**src/rtl/jk_moore_pkg.sv**
```systemverilog
// Shared types and default widths for the jk_moore_array channel bank.
// The optional transition counters are enabled with the JKM_TCNT_EN macro.
package jk_moore_pkg;

    typedef enum logic {
        S_OFF = 1'b0,
        S_ON  = 1'b1
    } jkm_state_e;

    localparam int JKM_CH_DEF     = 4;
    localparam int JKM_HOLD_W_DEF = 4;
    localparam int JKM_CNT_W_DEF  = 8;

    // OFF listens only to j and ON listens only to k, so j&k acts as a toggle.
    function automatic logic jkm_request(input jkm_state_e s, input logic j, input logic k);
        return (s == S_OFF) ? j : k;
    endfunction

endpackage

```
**src/rtl/jk_moore_cell.sv**
```systemverilog
// One JK-style Moore channel: ON/OFF state, dwell lockout counter, and a
// saturating transition counter that exists only when JKM_TCNT_EN is defined.
module jk_moore_cell
    import jk_moore_pkg::*;
#(
    parameter int HOLD_W = JKM_HOLD_W_DEF,
    parameter int CNT_W  = JKM_CNT_W_DEF
) (
    input  logic              clk,
    input  logic              reset,
    input  logic              j,
    input  logic              k,
    input  logic [HOLD_W-1:0] dwell,
    input  logic              cnt_clr,
    output logic              out,
    output logic              busy,
    output logic [CNT_W-1:0]  tcnt
);

    jkm_state_e        state_p0;
    logic [HOLD_W-1:0] hold_p0;
    logic              idle;
    logic              take;

    assign idle = (hold_p0 == '0);
    assign take = idle && jkm_request(state_p0, j, k);

    // p0: state and dwell counter; requests arriving mid-dwell are dropped, not queued
    always_ff @(posedge clk) begin
        if (reset) begin
            state_p0 <= S_OFF;
            hold_p0  <= '0;
        end else if (!idle) begin
            hold_p0 <= hold_p0 - HOLD_W'(1);
        end else if (take) begin
            state_p0 <= (state_p0 == S_ON) ? S_OFF : S_ON;
            hold_p0  <= dwell;
        end
    end

    assign out  = (state_p0 == S_ON);
    assign busy = !idle;

`ifdef JKM_TCNT_EN
    logic [CNT_W-1:0] tcnt_p0;

    function automatic logic [CNT_W-1:0] sat_inc(input logic [CNT_W-1:0] v);
        return (&v) ? v : v + CNT_W'(1);
    endfunction

    // p0: transition count; a clear on the same edge as a transition wins
    always_ff @(posedge clk) begin
        if (reset || cnt_clr) begin
            tcnt_p0 <= '0;
        end else if (take) begin
            tcnt_p0 <= sat_inc(tcnt_p0);
        end
    end

    assign tcnt = tcnt_p0;
`else
    logic unused_cnt_clr;

    assign unused_cnt_clr = cnt_clr;
    assign tcnt           = '0;
`endif

endmodule

```
**src/rtl/jk_moore_array.sv**
```systemverilog
// Bank of CH independent rate-limited JK Moore channels; this level only
// slices and packs per-channel buses. Optional counters: JKM_TCNT_EN.
module jk_moore_array
    import jk_moore_pkg::*;
#(
    parameter int CH     = JKM_CH_DEF,
    parameter int HOLD_W = JKM_HOLD_W_DEF,
    parameter int CNT_W  = JKM_CNT_W_DEF
) (
    input  logic                clk,
    input  logic                reset,
    input  logic [CH-1:0]       j,
    input  logic [CH-1:0]       k,
    input  logic [HOLD_W-1:0]   dwell,
    output logic [CH-1:0]       out,
    output logic [CH-1:0]       busy,
    input  logic                cnt_clr,
    output logic [CH*CNT_W-1:0] tcnt
);

    for (genvar g = 0; g < CH; g++) begin : g_ch
        jk_moore_cell #(
            .HOLD_W (HOLD_W),
            .CNT_W  (CNT_W)
        ) u_cell (
            .clk     (clk),
            .reset   (reset),
            .j       (j[g]),
            .k       (k[g]),
            .dwell   (dwell),
            .cnt_clr (cnt_clr),
            .out     (out[g]),
            .busy    (busy[g]),
            .tcnt    (tcnt[g*CNT_W +: CNT_W])
        );
    end

endmodule

```
**config.mk**
```make
export PLATFORM = sky130hd
export DESIGN_NAME = jk_moore_array
export DESIGN_NICKNAME = d
export VERILOG_FILES = /design/src/rtl/jk_moore_pkg.sv /design/src/rtl/jk_moore_cell.sv /design/src/rtl/jk_moore_array.sv
export SDC_FILE = /design/constraint.sdc
export NUM_CORES = 1
export LEC_CHECK = 0
export ABC_AREA = 0
export CAP_MARGIN = 25
export CORE_MARGIN = 1.5
export CORE_UTILIZATION = 39
export CTS_CLUSTER_DIAMETER = 50
export CTS_CLUSTER_SIZE = 24
export DETAILED_ROUTE_END_ITERATION = 16
export PLACE_DENSITY = 0.75
export SYNTH_ARGS = -nofsm -noshare
export SYNTH_HDL_FRONTEND = slang
export SYNTH_SLANG_ARGS = --single-unit
```
**constraint.sdc**
```tcl
create_clock -name clk -period 1.4 [get_ports clk]
set_input_delay 0.28 -clock clk [delete_from_list [all_inputs] [get_ports clk]]
set_output_delay 0.28 -clock clk [all_outputs]
set_load 0.02 [all_outputs]
```
==> results of run 1 <==
==> repair_timing <==
item                       in CTS  in global routing
pin swaps                       4                  4
setup buffers                   4                  4
setup endpoints to repair      12                 10
gates resized for setup        32                  8
==> sequential cells by signal, summed over array words and instances (netlist names) <==
name and count:
g_ch.u_cell.hold_p0 16, g_ch.u_cell.out 4
==> kinds of logic (layout without fill, tap and decap cells) <==
family	count (synthesis)	count (layout)	share of synthesized area, %
compound gates	28	28	13.4
simple gates	36	36	18.2
buf+inv	56	83	25.7
flops	20	20	28.6
other cells	1	32	0.268
mux	12	12	8.94
fa+ha+maj	4	4	3.57
xor+xnor	2	2	1.25
==> cell usage after synthesis (all sizes together) <==
master,n
nor3b,6
or3,4
a311oi,4
a31oi,4
a21o,4
xnor2,2
nand2,4
a211o,2
conb,1
a221oi,2
a21oi,12
clkbuf,2
ha,4
buf,40
nor3,6
nor4bb,4
mux2i,8
dfxtp,20
inv,14
nand3,8
mux2,4
nor2,4
==> worst max-delay path, delay by kind of cell, from the launching register on <==
| kind | cells | cell delay [ns] |
|---|---|---|
| and+or+nand+nor | 1 | 0.20 |
| buffers and inverters | 3 | 0.27 |
| adders and majority gates | 1 | 0.12 |
| DFF | 1 | 0.35 |
==> metrics by stage <==
step	instances	TNS, ns	utilization (%)	power, W
after floorplan	190	-0.0129	-	0.00281
after global placement	251	-1.77	53.1	0.00367
after detailed placement	251	-1.98	53.1	0.00377
after CTS	259	-0.787	55.1	0.00421
after global routing	263	-1.35	56.9	0.00473
final	263	-0.723	56.9	0.00438
==> power breakdown <==
part / switching [W] / internal (W) / total (W)
Combinational: 0.00131 / 0.00172 / 0.00303
Sequential: 0.000188 / 0.000812 / 0.00100
Clock: 0.000195 / 0.000159 / 0.000353
Total: 0.00169 / 0.00269 / 0.00438
==> per-layer routing <==
layer | vias up | track usage (%) | wire [um] | share of wire, %
met3 | 2 | 2.70 | 108 | 3.9
li1 | 605 | - | - | -
met2 | 26 | 25.9 | 1380 | 49
met5 | - | 0 | 0 | 0
met1 | 548 | 17.6 | 1280 | 46
met4 | 0 | 3.33 | 22 | 0.79
==> final cells by class <==
type / count / area, sq um / share of cell area [%]
Clock buffer: 4 / 36.3 / 1.88
Sequential cell: 20 / 408 / 21.1
Multi-Input combinational cell: 114 / 820 / 42.5
Timing Repair Buffer: 65 / 556 / 28.8
Tap cell: 46 / 57.6 / 2.98
Inverter: 14 / 52.6 / 2.72
==> worst paths after layout <==
| kind | cells past startpoint | from | endpoint |
|---|---|---|---|
| worst max-delay path | 5 | g_ch[0].u_cell.hold_p0[0] | busy[0] |
| worst min-delay path | 1 | g_ch[3].u_cell.out | g_ch[3].u_cell.out |
| worst max register to register | 7 | g_ch[1].u_cell.hold_p0[1] | g_ch[1].u_cell.hold_p0[0] |
| worst min register to register | 1 | g_ch[3].u_cell.out | g_ch[3].u_cell.out |
==> results.py, run 1 <==
metrics = {
    "setup_path": {
        "path_cells": "inv_2 > ha_4 > nor3b_4 > inv_2 > buf_6",
        "worst_path_max_delay_cell": "dfxtp_2",
        "cpPeakStageDelay_ns": 0.35,
        "cp_data_required_time_ns": 1.12,
        "ff2ff_setup_slack_ns": -0.08,
        "crit_type": "reg2out",
        "path_common_cell": "inv_2",
        "cp_max_fo": 2,
        "startpoint_type": "register",
        "cp.arrival_ns": 1.24,
        "crit_path_end_kind": "primary output",
    },
    "timing": {
        "fmax_mhz": 656,
        "finalCriticalPeriod_ns": 1.52,
        "grt_setup_unrepaired": "true",
        "hold_slack_ns": 0.516,
        "timing.final.ws_setup_ns": -0.124,
        "fin_skew_ns": 0.00618,
        "slew_viol_final": 0,
        "finalHoldViolations": 0,
        "setup_viol": 8,
        "period_share_pct": 109,
    },
    "place": {
        "port_buffers": 21,
        "pre_cts_ws_ns": -0.213,
        "dpl-instance-area_sq_um": 1800,
        "dpl.hpwl_um": 2160,
        "gp_congestion": 0.815,
    },
    "routing": {
        "avgRoutedWirePerCell_um": 10.6,
        "drc": 0,
        "dr.first_iter.drc_count": 43,
        "firstDrtPassIters": 4,
        "num_vias": 1181,
        "drtAntennaViolNets": 0,
        "avgViaCountPerCell": 4.49,
        "wl_um": 2790,
    },
    "yosys": {
        "yosysSeqAreaShare_pct": 28.6,
        "ys_ff_latch": 20,
        "ys_warn_count": 0,
        "ys_types": 25,
        "yosysTopAreaCell": "dfxtp_1",
        "synthCells": 159,
        "synth.avg_cell_area_sq_um": 8.81,
        "synth_top_area_share_pct": 28.6,
        "synth_area_sq_um": 1400,
        "synth.area.top_cells": "dfxtp_1 29%, buf_4 21%, mux2i_1 5.7%",
    },
    "final_layout": {
        "mostFrequentLayoutCell": "buf_4",
        "design_area_sq_um": 1930,
        "drive_above_1_share_pct": 40.1,
        "nFillCells": 325,
        "syn_to_final_growth_pct": 37.8,
        "nets": 237,
        "mostFrequentLayoutCells": "40 x buf_4, 32 x conb_1, 14 x dfxtp_1",
        "n_antenna_cell": 0,
    },
    "global_routing": {
        "grt_overflow_total": 0,
        "track_usage_pct": 14.4,
        "grt_max_degree": 17,
        "grt_antenna_before_repair": 0,
        "grt_pass1_wl_um": 4690,
        "grt_pass1_vias": 1133,
    },
    "die": {
        "ios": 55,
        "start_util_pct": 41.3,
        "dieWidth_um": 62.9,
        "die_h_um": 62.9,
        "dieArea_sq_um": 3960,
        "core_sq_um": 3390,
        "rows": 21,
    },
    "run": {
        "max-cap-violations": 0,
    },
    "clocking": {
        "clock_tree.root_cell": "clkbuf_4",
        "cts_hold_buffers": 0,
        "cts_tree": "built",
        "htree_levels": 1,
        "path_clk_slew_ns": 0.12,
        "cts_sinks": 20,
        "cts_max_path_buffers": 2,
        "clock_latency_ns": 0.31,
        "cts_buffers": 3,
    },
    "worst_hold_path": {
        "hp-class": "reg2reg",
    },
    "run_status": {
        "outcome": "complete, but fails checks",
        "violations": "setup timing",
    },
    "power": {
        "p_leak_nw": 0.908,
        "p_per_area_nw_per_um2": 2270,
        "vdd_drop_max_v": 0.00122,
    },
}
No activity file was read; power rests on OpenSTA's default activity.
==> run 2: changes to the inputs <==
- ABC_CLOCK_PERIOD_IN_PS: unset -> 1400
==> results of run 2 <==
Final layout, timing and power as in run 1 (identical DEF).
==> RTL edit: new RTL, settings of run 2 <==
Put a register stage on the output `out`. The value now appears one clock later. The other outputs are not delayed to match.
--- a/src/rtl/jk_moore_array.sv
+++ b/src/rtl/jk_moore_array.sv
@@ -18,6 +18,8 @@
     output logic [CH*CNT_W-1:0] tcnt
 );
 
+    logic [CH-1:0] out_d;
+
     for (genvar g = 0; g < CH; g++) begin : g_ch
         jk_moore_cell #(
             .HOLD_W (HOLD_W),
@@ -29,11 +31,15 @@
             .k       (k[g]),
             .dwell   (dwell),
             .cnt_clr (cnt_clr),
-            .out     (out[g]),
+            .out     (out_d[g]),
             .busy    (busy[g]),
             .tcnt    (tcnt[g*CNT_W +: CNT_W])
         );
     end
 
+    always_ff @(posedge clk) begin
+        out <= out_d;
+    end
+
 endmodule
 
Check against the original RTL: not equivalent (Yosys sat finds a counterexample within 4 cycles, from zero or initial values and one cycle with reset high).
==> RTL edit against run 2 <==
- the flow still finishes with violations (setup timing)
- first-iteration DRC count grew 21%
- cell area grew 7.5%
- critical path depth is the same
- count of clock-buffer cells in the layout is the same
- non-clock buffer count is the same
- setup slack gained 0.023 ns
- sequential cell count grew 4
- wire length grew 8.7%
- maximum frequency grew 1.5%
- core utilization shrank 0.29 points
- power grew 7.1%
- clock skew shrank 0.0020 ns
- area after synthesis grew 6.3%
- largest cell class unchanged
- largest power group unchanged
==> RTL edit: results (changes against run 2) <==
Timing
  • Setup Skew: 0.00415 ns (-0.00203 ns)
  • Final setup fails: 8 (unchanged)
  • Fmax: 0.666 GHz (+1.5%)
  • Final setup margin: -0.101 ns (+0.0225 ns)

Synth
  • Commonest cells in the netlist: 36 x buf_4, 24 x dfxtp_1, 12 x a21oi_1
  • Synth top area cells: dfxtp_1 32%, buf_4 18%, mux2i_1 5.4%
  • Seq/Total Area, Yosys: 32.3% (+3.7 points)

Final layout
  • Nets: 241 (+1.7%)
  • Fillers: 331 (+1.8%)
  • Ratio of cells with drive above 1 in the final layout: 41.2% (+1.1 points)
  • Biggest regs: g_ch.u_cell.hold_p0 (16), g_ch.u_cell.out (4), out (4)

Outcome
  • Failing checks: setup timing
  • Status: complete, but fails checks

Placed design
  • Placer congestion estimate: 0.818 (+0.28%)
  • Hpwl dp: 2250 um (+4.5%)
  • Pre-CTS setup slack: -0.208 ns (+0.00481 ns)

Power and ir drop
  • LEAKAGE: 0.971 nW (+6.9%)
  • Max rail drop VDD: 1140 uV (-7.1%)

Setup path
  • Data arrival time of the worst path: 1.22 ns (-0.02 ns)

Clocking
  • Clk_lat worst skew: 0.27 ns (-0.04 ns)
  • CTS clk-pin slew, worst paths: 0.09 ns (-0.03 ns)
  • Root Buffer: clkbuf_8

GRT
  • Vias in the first global route: 1147 (+1.2%)
  • First-pass GRT wire length: 4970 um (+6.0%)
  • Largest net degree at the start of global routing: 14 (-3)

Drt
  • Wire per inst: 11.3 um (+6.3%)
  • Via density: 4.53 (+0.92%)
  • First-iteration detailed-routing DRC count: 52 (+21%)
## RTL edit: per-stage QoR
stage | power (mW) | util [%] | std cells | TNS, ns | cell area (um^2)
final | 4.69 | 56.6 | 269 | -0.604 | 2070
after global placement | 3.77 | 52.4 | 257 | -2.05 | 1920
after floorplan | 2.89 | - | 191 | 0 | 1660
after CTS | 4.60 | 55.9 | 269 | -0.700 | 2050
after detailed placement | 3.86 | 52.4 | 257 | -2.38 | 1920
after global routing | 5.04 | 56.6 | 269 | -1.11 | 2070
## RTL edit: path summary, 6_finish.rpt
kind                            slack (ns)  cells past startpoint                 startpoint                   endpoint
worst max-delay path                 -0.10                      5  g_ch[1].u_cell.hold_p0[0]                    busy[1]
worst max register to register       -0.09                      7  g_ch[3].u_cell.hold_p0[0]  g_ch[3].u_cell.hold_p0[0]
worst min-delay path                  0.39                      0         g_ch[2].u_cell.out                     out[2]
worst min register to register        0.39                      0         g_ch[2].u_cell.out                     out[2]
## RTL edit: what timing repair did
item | in CTS | in global routing
pin swaps | 7 | 11
gates resized for setup | 33 | 7
endpoints found under the setup margin | 12 | 14
setup buffers | 8 | 1
## RTL edit: worst max-delay path: stages, from the launching register on
cell     delay, ns
dfxtp_2       0.34
inv_2         0.07
ha_4          0.12
nor3b_4       0.21
inv_2         0.07
buf_6         0.13
## RTL edit: cell families (layout without fill, tap and decap cells)
group	count (synthesis)	after routing	share of synthesized area [%]
buffers and inverters	51	81	22.0
and+or+nand+nor	40	40	21.2
AOI/OAI and AO/OA	28	28	12.4
DFF	24	24	32.3
muxes	12	12	8.41
adders and majority gates	4	4	3.36
other	1	32	0.252
## RTL edit: layout make-up
cell class                 instances  area share, %
multi-input combinational        116           41.4
tap                               48           2.90
sequential                        24           23.5
inverter                          12           2.17
clock buffer                       4           2.66
timing repair buffer              65           27.3
## RTL edit: metal layers
metal | part of all wire [%] | wire [um] | global-route usage, %
met1 | 45 | 1350 | 17.9
met2 | 50 | 1520 | 27.2
met3 | 3.7 | 112 | 2.95
met4 | 1.5 | 46 | 5.59
met5 | 0 | 0 | 0
## RTL edit: report_power, final
part / switching (mW) / total, mW / internal (mW)
sequential: 0.209 / 1.18 / 0.970
combinational: 1.30 / 3.02 / 1.72
clock: 0.237 / 0.489 / 0.252
